==> config.mk <==
export PLATFORM = sky130hd
export DESIGN_NAME = ram2_arbiter
export DESIGN_NICKNAME = d
export VERILOG_FILES = /design/src/rtl/ram2_arbiter.sv
export SDC_FILE = /design/constraint.sdc
export NUM_CORES = 1
export LEC_CHECK = 0
export CORE_MARGIN = 1.5
export CORE_UTILIZATION = 38
export CTS_BUF_LIST = sky130_fd_sc_hd__clkbuf_4
export CTS_CLUSTER_DIAMETER = 60
export DETAILED_ROUTE_END_ITERATION = 7
export PLACE_DENSITY = 0.88
export SYNTH_ARGS = -nofsm -noshare
export SYNTH_HDL_FRONTEND = slang
export SYNTH_SLANG_ARGS = --single-unit
export TNS_END_PERCENT = 1
==> constraint.sdc <==
create_clock -name clk -period 3.2 [get_ports clk]
set_input_delay 0.64 -clock clk [delete_from_list [all_inputs] [get_ports clk]]
set_output_delay 0.64 -clock clk [all_outputs]
set_load 0.01 [all_outputs]
==> src/rtl/ram2_arbiter.sv <==
// ram2_arbiter
// Shares the single-port 8K x 32 ram2 block RAM between instruction fetch
// (port A) and the load/store unit (port B). At most one access is granted
// per cycle. The winner's address, write data, byte enables and write enable
// drive the RAM combinationally. One-cycle-latency read data is routed back
// to the port that issued the read, together with a valid strobe.
//
// Optional feature macro: RAM2_ARB_RR_EN
//   defined   -> round-robin between A and B using a 1-bit last-grant pointer
//   undefined -> fixed priority, B (load/store) always wins a conflict
//
// Ports
//   clk, tb_rst                    clock (rising edge), async active-high reset
//   a_req/a_we/a_addr/a_wdata/a_be request fields from port A (held until a_gnt)
//   b_req/b_we/b_addr/b_wdata/b_be request fields from port B (held until b_gnt)
//   a_gnt, b_gnt                   request accepted this cycle (combinational)
//   a_rvalid/a_rdata               read return to A (valid the cycle after grant)
//   b_rvalid/b_rdata               read return to B (valid the cycle after grant)
//   ram_addr/ram_wr_data           RAM address / write data
//   ram_wr_byte_en/ram_wr_en       RAM byte enables / write enable
//   ram_rd_data                    RAM read data (one-cycle latency)
module ram2_arbiter #(
  parameter int ADDR_WIDTH = 13,
  parameter int DATA_WIDTH = 32,
  parameter int BE_WIDTH   = 4
) (
  input  logic                  clk,
  input  logic                  tb_rst,
  input  logic                  a_req,
  input  logic                  a_we,
  input  logic [ADDR_WIDTH-1:0] a_addr,
  input  logic [DATA_WIDTH-1:0] a_wdata,
  input  logic [BE_WIDTH-1:0]   a_be,
  input  logic                  b_req,
  input  logic                  b_we,
  input  logic [ADDR_WIDTH-1:0] b_addr,
  input  logic [DATA_WIDTH-1:0] b_wdata,
  input  logic [BE_WIDTH-1:0]   b_be,
  output logic                  a_gnt,
  output logic                  b_gnt,
  output logic                  a_rvalid,
  output logic [DATA_WIDTH-1:0] a_rdata,
  output logic                  b_rvalid,
  output logic [DATA_WIDTH-1:0] b_rdata,
  output logic [ADDR_WIDTH-1:0] ram_addr,
  output logic [DATA_WIDTH-1:0] ram_wr_data,
  output logic [BE_WIDTH-1:0]   ram_wr_byte_en,
  output logic                  ram_wr_en,
  input  logic [DATA_WIDTH-1:0] ram_rd_data
);

  logic                  grant_a_s;
  logic                  grant_b_s;
  logic                  any_grant_s;
  logic                  rd_grant_s;
  logic [ADDR_WIDTH-1:0] hold_addr_r;
  logic [DATA_WIDTH-1:0] hold_wdata_r;
  logic                  rd_pend_r;
  logic                  rd_owner_r;   // 0 = A, 1 = B

`ifdef RAM2_ARB_RR_EN
  logic                  last_b_r;     // 1 = B was granted most recently

  // Last-grant pointer: remembers which port won the most recent grant
  always_ff @(posedge clk or posedge tb_rst) begin
    if (tb_rst) begin
      last_b_r <= 1'b0;
    end else if (any_grant_s) begin
      last_b_r <= grant_b_s;
    end
  end
`endif

  // Arbitration: at most one winner; nothing is granted while in reset
  always_comb begin
    grant_a_s = 1'b0;
    grant_b_s = 1'b0;
    if (tb_rst) begin
      grant_a_s = 1'b0;
      grant_b_s = 1'b0;
    end else if (a_req && b_req) begin
`ifdef RAM2_ARB_RR_EN
      // The port that did not win last time takes the conflict
      if (last_b_r) begin
        grant_a_s = 1'b1;
      end else begin
        grant_b_s = 1'b1;
      end
`else
      grant_b_s = 1'b1;
`endif
    end else begin
      grant_a_s = a_req;
      grant_b_s = b_req;
    end
  end

  assign a_gnt       = grant_a_s;
  assign b_gnt       = grant_b_s;
  assign any_grant_s = grant_a_s | grant_b_s;
  assign rd_grant_s  = any_grant_s & ~ram_wr_en;

  // RAM drive: winner's fields, or the held copy of the last grant when idle
  always_comb begin
    ram_addr       = hold_addr_r;
    ram_wr_data    = hold_wdata_r;
    ram_wr_byte_en = {BE_WIDTH{1'b0}};
    ram_wr_en      = 1'b0;
    if (grant_b_s) begin
      ram_addr       = b_addr;
      ram_wr_data    = b_wdata;
      ram_wr_en      = b_we;
      ram_wr_byte_en = b_we ? b_be : {BE_WIDTH{1'b0}};
    end else if (grant_a_s) begin
      ram_addr       = a_addr;
      ram_wr_data    = a_wdata;
      ram_wr_en      = a_we;
      ram_wr_byte_en = a_we ? a_be : {BE_WIDTH{1'b0}};
    end else begin
      ram_addr       = hold_addr_r;
      ram_wr_data    = hold_wdata_r;
      ram_wr_byte_en = {BE_WIDTH{1'b0}};
      ram_wr_en      = 1'b0;
    end
  end

  // Held RAM fields and read-owner tracking; reset discards any read in flight
  always_ff @(posedge clk or posedge tb_rst) begin
    if (tb_rst) begin
      hold_addr_r  <= {ADDR_WIDTH{1'b0}};
      hold_wdata_r <= {DATA_WIDTH{1'b0}};
      rd_pend_r    <= 1'b0;
      rd_owner_r   <= 1'b0;
    end else begin
      if (any_grant_s) begin
        hold_addr_r  <= ram_addr;
        hold_wdata_r <= ram_wr_data;
      end
      rd_pend_r <= rd_grant_s;
      if (rd_grant_s) begin
        rd_owner_r <= grant_b_s;
      end
    end
  end

  // Read return: RAM data goes only to the owner of the pending read
  always_comb begin
    a_rvalid = rd_pend_r & ~rd_owner_r;
    b_rvalid = rd_pend_r & rd_owner_r;
    a_rdata  = {DATA_WIDTH{1'b0}};
    b_rdata  = {DATA_WIDTH{1'b0}};
    if (a_rvalid) begin
      a_rdata = ram_rd_data;
    end else begin
      a_rdata = {DATA_WIDTH{1'b0}};
    end
    if (b_rvalid) begin
      b_rdata = ram_rd_data;
    end else begin
      b_rdata = {DATA_WIDTH{1'b0}};
    end
  end

endmodule

# Word level (Yosys, flattened, before mapping)
# Index checks and enable logic that the tools add are counted.
dict set report word_totals {
  ff_bits 47
  out_inout_bits 118
  elab_cells 27
}
dict set report classes {
  bitwise 6
  muxes 16
  n_reduce_logical 1
}
# op count
set ops {}
lappend ops {{two-way mux 32 bit} 4}
lappend ops {{two-way mux 13 bit} 2}
lappend ops {{two-way mux 4 bit} 4}
lappend ops {{two-way mux 1 bit} 6}
lappend ops {{AND 1 bit} 3}
lappend ops {{inverter 1 bit} 2}
lappend ops {{logical AND 1 bit} 1}
lappend ops {{bitwise OR 1 bit} 1}

# Logic depth before layout (Yosys ltp)
# Gate-level depths: netlist (run 1).
dict set report logic_depth {
  word_depth 7
  depth_mapped 5
  ltp_nobuf 3
}

# Worst setup path before layout (run 1)
# No wires, ideal clock.
dict set report synth_path {
  path_type {input port to output port}
  startpoint {in a_req}
  endpoint {out ram_wr_data[0]}
  t_required_ps 2560
  path_slack_ps 1075
  path_stages 5
  arrival_time_ps 1485
  path_cell_list {buf_2 o21ba_1 buf_6 buf_4 o221a_2}
}
dict set report synth_via {
  elab_chain_len 5
  word_cells_on_any_way 7
}
# element line
set synth_lines {}
lappend synth_lines {{from (decl)} 29} ;# input logic a_req,
lappend synth_lines {{logical AND 1 bit} 81} ;# end else if (a_req && b_req) begin
lappend synth_lines {{two-way mux 1 bit} 81}
lappend synth_lines {{two-way mux 1 bit} 78} ;# if (tb_rst) begin
lappend synth_lines {{two-way mux 32 bit} 114} ;# end else if (grant_a_s) begin
lappend synth_lines {{two-way mux 32 bit *} 109} ;# if (grant_b_s) begin
lappend synth_lines {{to (decl)} 46} ;# output logic [DATA_WIDTH-1:0] ram_wr_data,
# Every way passes the cells marked *; elsewhere a longest branch is shown, timed or not.

# Worst setup path in the final report (run 1)
dict set report layout_path {
  startpoint {in a_req}
  endpoint {out ram_wr_data[22]}
}
# The elaborated chain is that of the path after synthesis.

==> metrics, run 1 <==
Routed WL 13.08 mm; worst endpoint data arrival time about 2400 ps; placed insts 646; Hold Crit Class reg -> reg; reg2reg path depth 3; share of layout cells above drive strength 1 16.76%; post-route setup slack roughly 160 ps; synthesized area 3427 sq um; met3 WL post-DR 821 microns; share of the synthesized area in the top cell type 34.32%; core area slightly below 9000 sq um; PD cells 301.1 nW/um^2; sequential area share after synthesis 34.32%; CTS sink count 47; row count 34; ranking of synthesized cells by area dfrtp_1 34%, o221a_2 19%, or4b_1 13%; # H-tree levels 2; via/cell ratio 5.804; Starting Density 39.30%; library cells used by synthesis 23; outcome complete, no violations; Post-Syn Area per Cell 11.09 sq um; reg-to-reg endpoint rd_owner_r$_DFFE_PP0P_; CTS clock-pin slew for the worst setup and hold paths 140 ps; Top Metal Used met4; yosys warns 0; DRC viols 0; type of the worst setup path in -> out; Die X 97.97 microns; Worst Clk Skew 0 ps; Post-layout nets roughly 680; 1st-pass router iterations 4; R2R setup slack slightly above 2000 ps; Routed Antenna Nets 0; initial antenna violation count 0; clk_lat worst skew approximately 350 ps; hold_sp hold_wdata_r[31]$_DFFE_PP0P_; fin cells 657; pre-CTS WS -68.57 ps; antenna cell count 0; Async SR Flop Fraction 100.0%; initial drt markers 197; Die ar. 9597 sq um; GRT Residual Overflow 0; RePlAce Congestion 0.8546; Leak between 2 and 2.5 nW; WL met2 6.423 mm; DR vias 3813; worst hold path stage count 1; worst-path maximum fanout 32; post-layout min period 3042 ps; final setup violation count 0; Post-synth EDFFs 0; Max Slew Vio Count 0; layout overhead on the synthesized area 81.34%; relative slew slack 61.21%; worst hold endpoint hold_wdata_r[31]$_DFFE_PP0P_; dpl hpwl 10.03 mm; number of top-level pins 254; Post-Route M1 WL 5.556 mm; cts hold-fix bufs 0; CP Data Required Time approximately 2600 ps; Clock Tree Root clkbuf_4; crit path capture type primary output; Main synth FF type dfrtp_1; Peak Freq between 300 and 400 MHz; Yosys reg bits 47; max_cap viols 0; largest net degree at the start of global routing 38; first-pass GRT wire length 20.13 mm; CTS Buf Count 5; Total Routing Usage GR 26.02%; vias in the first global route 3821; WL per Instance 19.91 microns; RSZ-0062 raised after global routing false; final core utilization 71.26%; Port Buffer Count 253; Final Hold Vio Count 0; Hold Slack 569.3 ps; Synth Instances 309; Mapped Nets 445; VDD IR max 0.0002381 V; crit share post-route 95.05%; TritonCTS clock tree yes; cell taking the most area after synthesis dfrtp_1; Die Y 97.97 microns; Filler cells 631; Reg-to-Reg Start rd_owner_r$_DFFE_PP0P_; synth cell count leaders 57 x o221a_2, 47 x dfrtp_1, 45 x or4b_1, 33 x and2_1, 33 x o221a_1; Setup crit start kind input port; most numerous cell in the Yosys netlist o221a_2; CTS max path bufs 2; Worst Max-Slew Pin Slew 581.0 ps
==> worst max-delay path by stage <==
stage / start / end / slack, ps / cells past startpoint
global placement: tb_rst / ram_wr_data[14] / 2 / 5
detailed placement: tb_rst / ram_wr_data[8] / -70 / 5
CTS: a_req / ram_wr_data[14] / 180 / 6
global route: a_req / ram_addr[3] / 90 / 6
floorplan: a_req / ram_wr_data[0] / 1080 / 5
finish: a_req / ram_wr_data[22] / 160 / 6
==> final cells by class <==
cell class | instances | area (sq um) | share of cell area (%)
Sequential cell | 47 | 1176 | 18.92
Multi-Input combinational cell | 216 | 2019 | 32.49
Clock inverter | 3 | 42.54 | 0.6845
Timing Repair Buffer | 276 | 2796 | 45.00
Tap cell | 108 | 135.1 | 2.174
Clock buffer | 5 | 37.54 | 0.6040
Inverter | 2 | 7.507 | 0.1208
==> state kept, by name (all words and copies together) (netlist names) <==
register and cells:
hold_wdata_r 32, hold_addr_r 13, rd_owner_r 1, rd_pend_r 1
==> critical path: stages <==
cell,delay (ps)
dlygate4sd2_1,360
buf_6,190
o21ba_4,240
buf_12,190
o221a_1,200
clkdlybuf4s50_1,560
==> repair_timing <==
action | in CTS | in global routing
gates resized for setup | 6 | 0
setup buffers | 2 | 0
setup endpoints to repair | 43 | 0
==> per-layer routing <==
metal  vias up  global-route usage (%)
met5         -                       0
met3        28                   5.082
met1      1823                   33.38
met4         0                   6.374
li1       1792                       -
met2       170                   45.04
==> cell families after synthesis <==
| logic type | after synthesis | share of synthesized area (%) |
|---|---|---|
| simple gates | 117 | 26.65 |
| buf+inv | 46 | 7.156 |
| flops | 47 | 34.32 |
| compound gates | 99 | 31.87 |
==> report_power, final <==
part,total [mW],leakage [nW],switching [mW],internal (mW)
Combinational,0.797,1.83,0.293,0.504
Clock,0.360,0.0432,0.195,0.165
Sequential,0.714,0.518,0.0447,0.669
Total,1.87,2.39,0.532,1.34
==> cells in the final DEF (no fill, tap or decap) <==
master	n
bufinv_16	1
a21oi_1	1
o221a_2	57
dfrtp_1	47
clkinv_1	1
a22o_1	1
or4b_1	45
and2_1	33
a32o_1	4
nor3b_1	1
nand2b_1	1
and4bb_2	1
inv_1	1
o221a_1	33
buf_4	13
inv_2	1
a21o_1	1
o21ba_4	1
or3b_1	2
buf_2	1
clkbuf_4	5
dlygate4sd2_1	2
inv_6	1
and3_1	32
nand2b_4	1
buf_6	3
o21bai_1	1
clkdlybuf4s50_1	250
nor2b_1	1
buf_12	7
==> per-stage QoR <==
step | cell area [sq um] | TNS, ps | total power [mW]
after global routing | 6215 | 0 | 1.957
after CTS | 6215 | 0 | 1.879
after floorplan | 3427 | 0 | 1.055
after detailed placement | 6103 | -1228 | 1.513
final | 6215 | 0 | 1.871
after global placement | 6103 | 0 | 1.493
(Power assumes the default switching activity.)
==> inputs of run 2 (changes only) <==
--- a/constraint.sdc
+++ b/constraint.sdc
@@ -3,2 +3,2 @@
 set_output_delay 0.64 -clock clk [all_outputs]
-set_load 0.01 [all_outputs]
+set_load 0.05 [all_outputs]
==> run 2 against run 1 <==
Compared with the run above:
- clock skew is the same
- cell area grew 11%
- core utilization grew 7.6 points
- combinational power grew 64%
- sequential power grew 1%
- largest cell class unchanged
==> metrics, run 2 (same netlist as run 1, synthesis figures left out) <==
worst hold endpoint hold_wdata_r[26]$_DFFE_PP0P_; reg2reg path depth 2; CP Cell Sequence clkdlybuf4s50_1, buf_4, or4b_1, o221a_1, buf_12; initial antenna violation count 0; CP peak stage delay 590 ps; R2R setup slack 1980 ps; final core utilization 78.88%; relative slew slack 28.87%; max_cap viols 0; area occupied by multi-input gates 2029 sq um; vias in the first global route 3943; FF+latch area 1177 sq um; VDD IR max about 0.00026 V; Post-Place Cell Area 6756 sq um; Top Registers hold_wdata_r: 32 flops, hold_addr_r: 13 flops; via/cell ratio 6.136; final setup violation count 0; GRT Residual Overflow 0; Routed WL 14.44 mm; Setup crit start kind input port; row count 34; Filler cells 547; Post-Route M1 WL approximately 5.7 mm; cts hold-fix bufs 0; max reg flops 32; WL per Instance 22.32 microns; slowest library cell on the worst path clkdlybuf4s50_1; Worst Clk Skew 0 ps; core area 8721 sq um; antenna cell count 0; Reg-to-Reg Start rd_owner_r$_DFFE_PP0P_; post-route setup slack 110.8 ps; DR vias 3970; WL met2 7.471 mm; Die ar. between 9000 and 10000 sq um; PD cells 361.7 nW/um^2; largest net degree at the start of global routing 53; Worst Max-Slew Pin Slew 1067 ps; layout overhead on the synthesized area 100.7%; Final Hold Vio Count 0; Post-layout nets 674; clk_lat worst skew approximately 360 ps; RePlAce Congestion approximately 0.85; # H-tree levels 2; first-pass GRT wire length between 20 and 25 mm; outcome complete, no violations; CTS max path bufs 2; post-layout min period 3089 ps; Leak 2.779 nW; crit path capture type primary output; CTS sink count 47; Total Routing Usage GR 28.88%; hold_sp hold_wdata_r[26]$_DFFE_PP0P_; Post-CTS Repair Setup Buffers 0; worst-path maximum fanout 26; RSZ-0062 raised after global routing false; cell area after layout ~6900 sq um; Clock Tree Root clkbuf_4; DRC viols 0; Hold Slack 569.2 ps; crit share post-route 96.54%; Die Y 97.97 microns; Die X 97.97 microns; TritonCTS clock tree yes; commonest non-fill, non-tap cell in the layout clkdlybuf4s50_1; worst hold path stage count 1; worst endpoint data arrival time between 2000 and 2500 ps; Peak Freq between 300 and 400 MHz; number of top-level pins roughly 250; pre-CTS WS -73.36 ps; Hold Crit Class reg -> reg; commonest cells after routing, fill and taps aside 161 x clkdlybuf4s50_1, 82 x buf_12, 57 x o221a_2; CTS clock-pin slew for the worst setup and hold paths 140 ps; initial drt markers ~200; CP Data Required Time 2560 ps; Starting Density 39.30%; Biggest register hold_wdata_r; met3 WL post-DR 1.013 mm; Routed Antenna Nets 0; Max Slew Vio Count 0; Top Metal Used met4; CTS Buf Count 5; dpl hpwl around 11 mm; Port Buffer Count 253; 1st-pass router iterations 4; type of the worst setup path in -> out; reg-to-reg endpoint rd_owner_r$_DFFE_PP0P_; share of layout cells above drive strength 1 32.28%
-- run 2: changes by cell type in the layout (fill, tap and decap cells not counted), sizes merged --
cell / delta
dlygate4sd2: -2
clkdlybuf4s50: -89
buf: +79
dlymetal6s2s: +1
o21ba: +1
bufinv: +1
clkinv: -1
-- run 2: worst max-delay path, delay by kind of cell --
kind	cells	cell delay (ps)
buffers and inverters	3	1050
AND/OR/NAND/NOR	1	560
AO/OA/AOI/OAI	1	200
-- run 2: power by group --
part | internal (mW) | leakage, nW | switching (mW)
clock network | 0.249 | 0.0573 | 0.211
logic | 0.659 | 2.20 | 0.649
registers | 0.669 | 0.518 | 0.0515
-- run 2: area by class of cell --
cell class	instances	area share (%)
clock buffer	5	0.5457
inverter	2	0.1091
clock inverter	3	1.037
timing repair buffer	265	49.73
tap	108	1.964
sequential	47	17.12
multi-input combinational	217	29.50
-- run 2: what timing repair did --
action / CTS / global route
resized for setup: 0 / 2
setup endpoints to repair: 45 / 34
gates cloned: 1 / 0
hold endpoints to repair: 0 / 0
-- run 2: stage by stage --
stage	std cells	total power [mW]	TNS, ps
finish	647	2.489	0
global route	647	2.572	0
CTS	647	2.501	0
detailed placement	638	2.033	-1152
global placement	638	2.003	0
floorplan	309	1.371	0
-- run 2: how the worst max path moves through the flow --
stage                     slack, ps   start              end
after floorplan                 610  tb_rst            a_gnt
after global placement            8  tb_rst   ram_wr_data[6]
after detailed placement        -70  tb_rst   ram_wr_data[3]
after CTS                        40  tb_rst   ram_wr_data[3]
after global routing             40   a_req  ram_wr_data[21]
final                           110   a_req  ram_wr_data[21]
-- run 2: routing by layer --
metal	track usage (%)	vias up
li1	-	1782
met1	37.04	1983
met2	49.92	185
met3	6.371	20
met4	6.154	0
met5	0	-
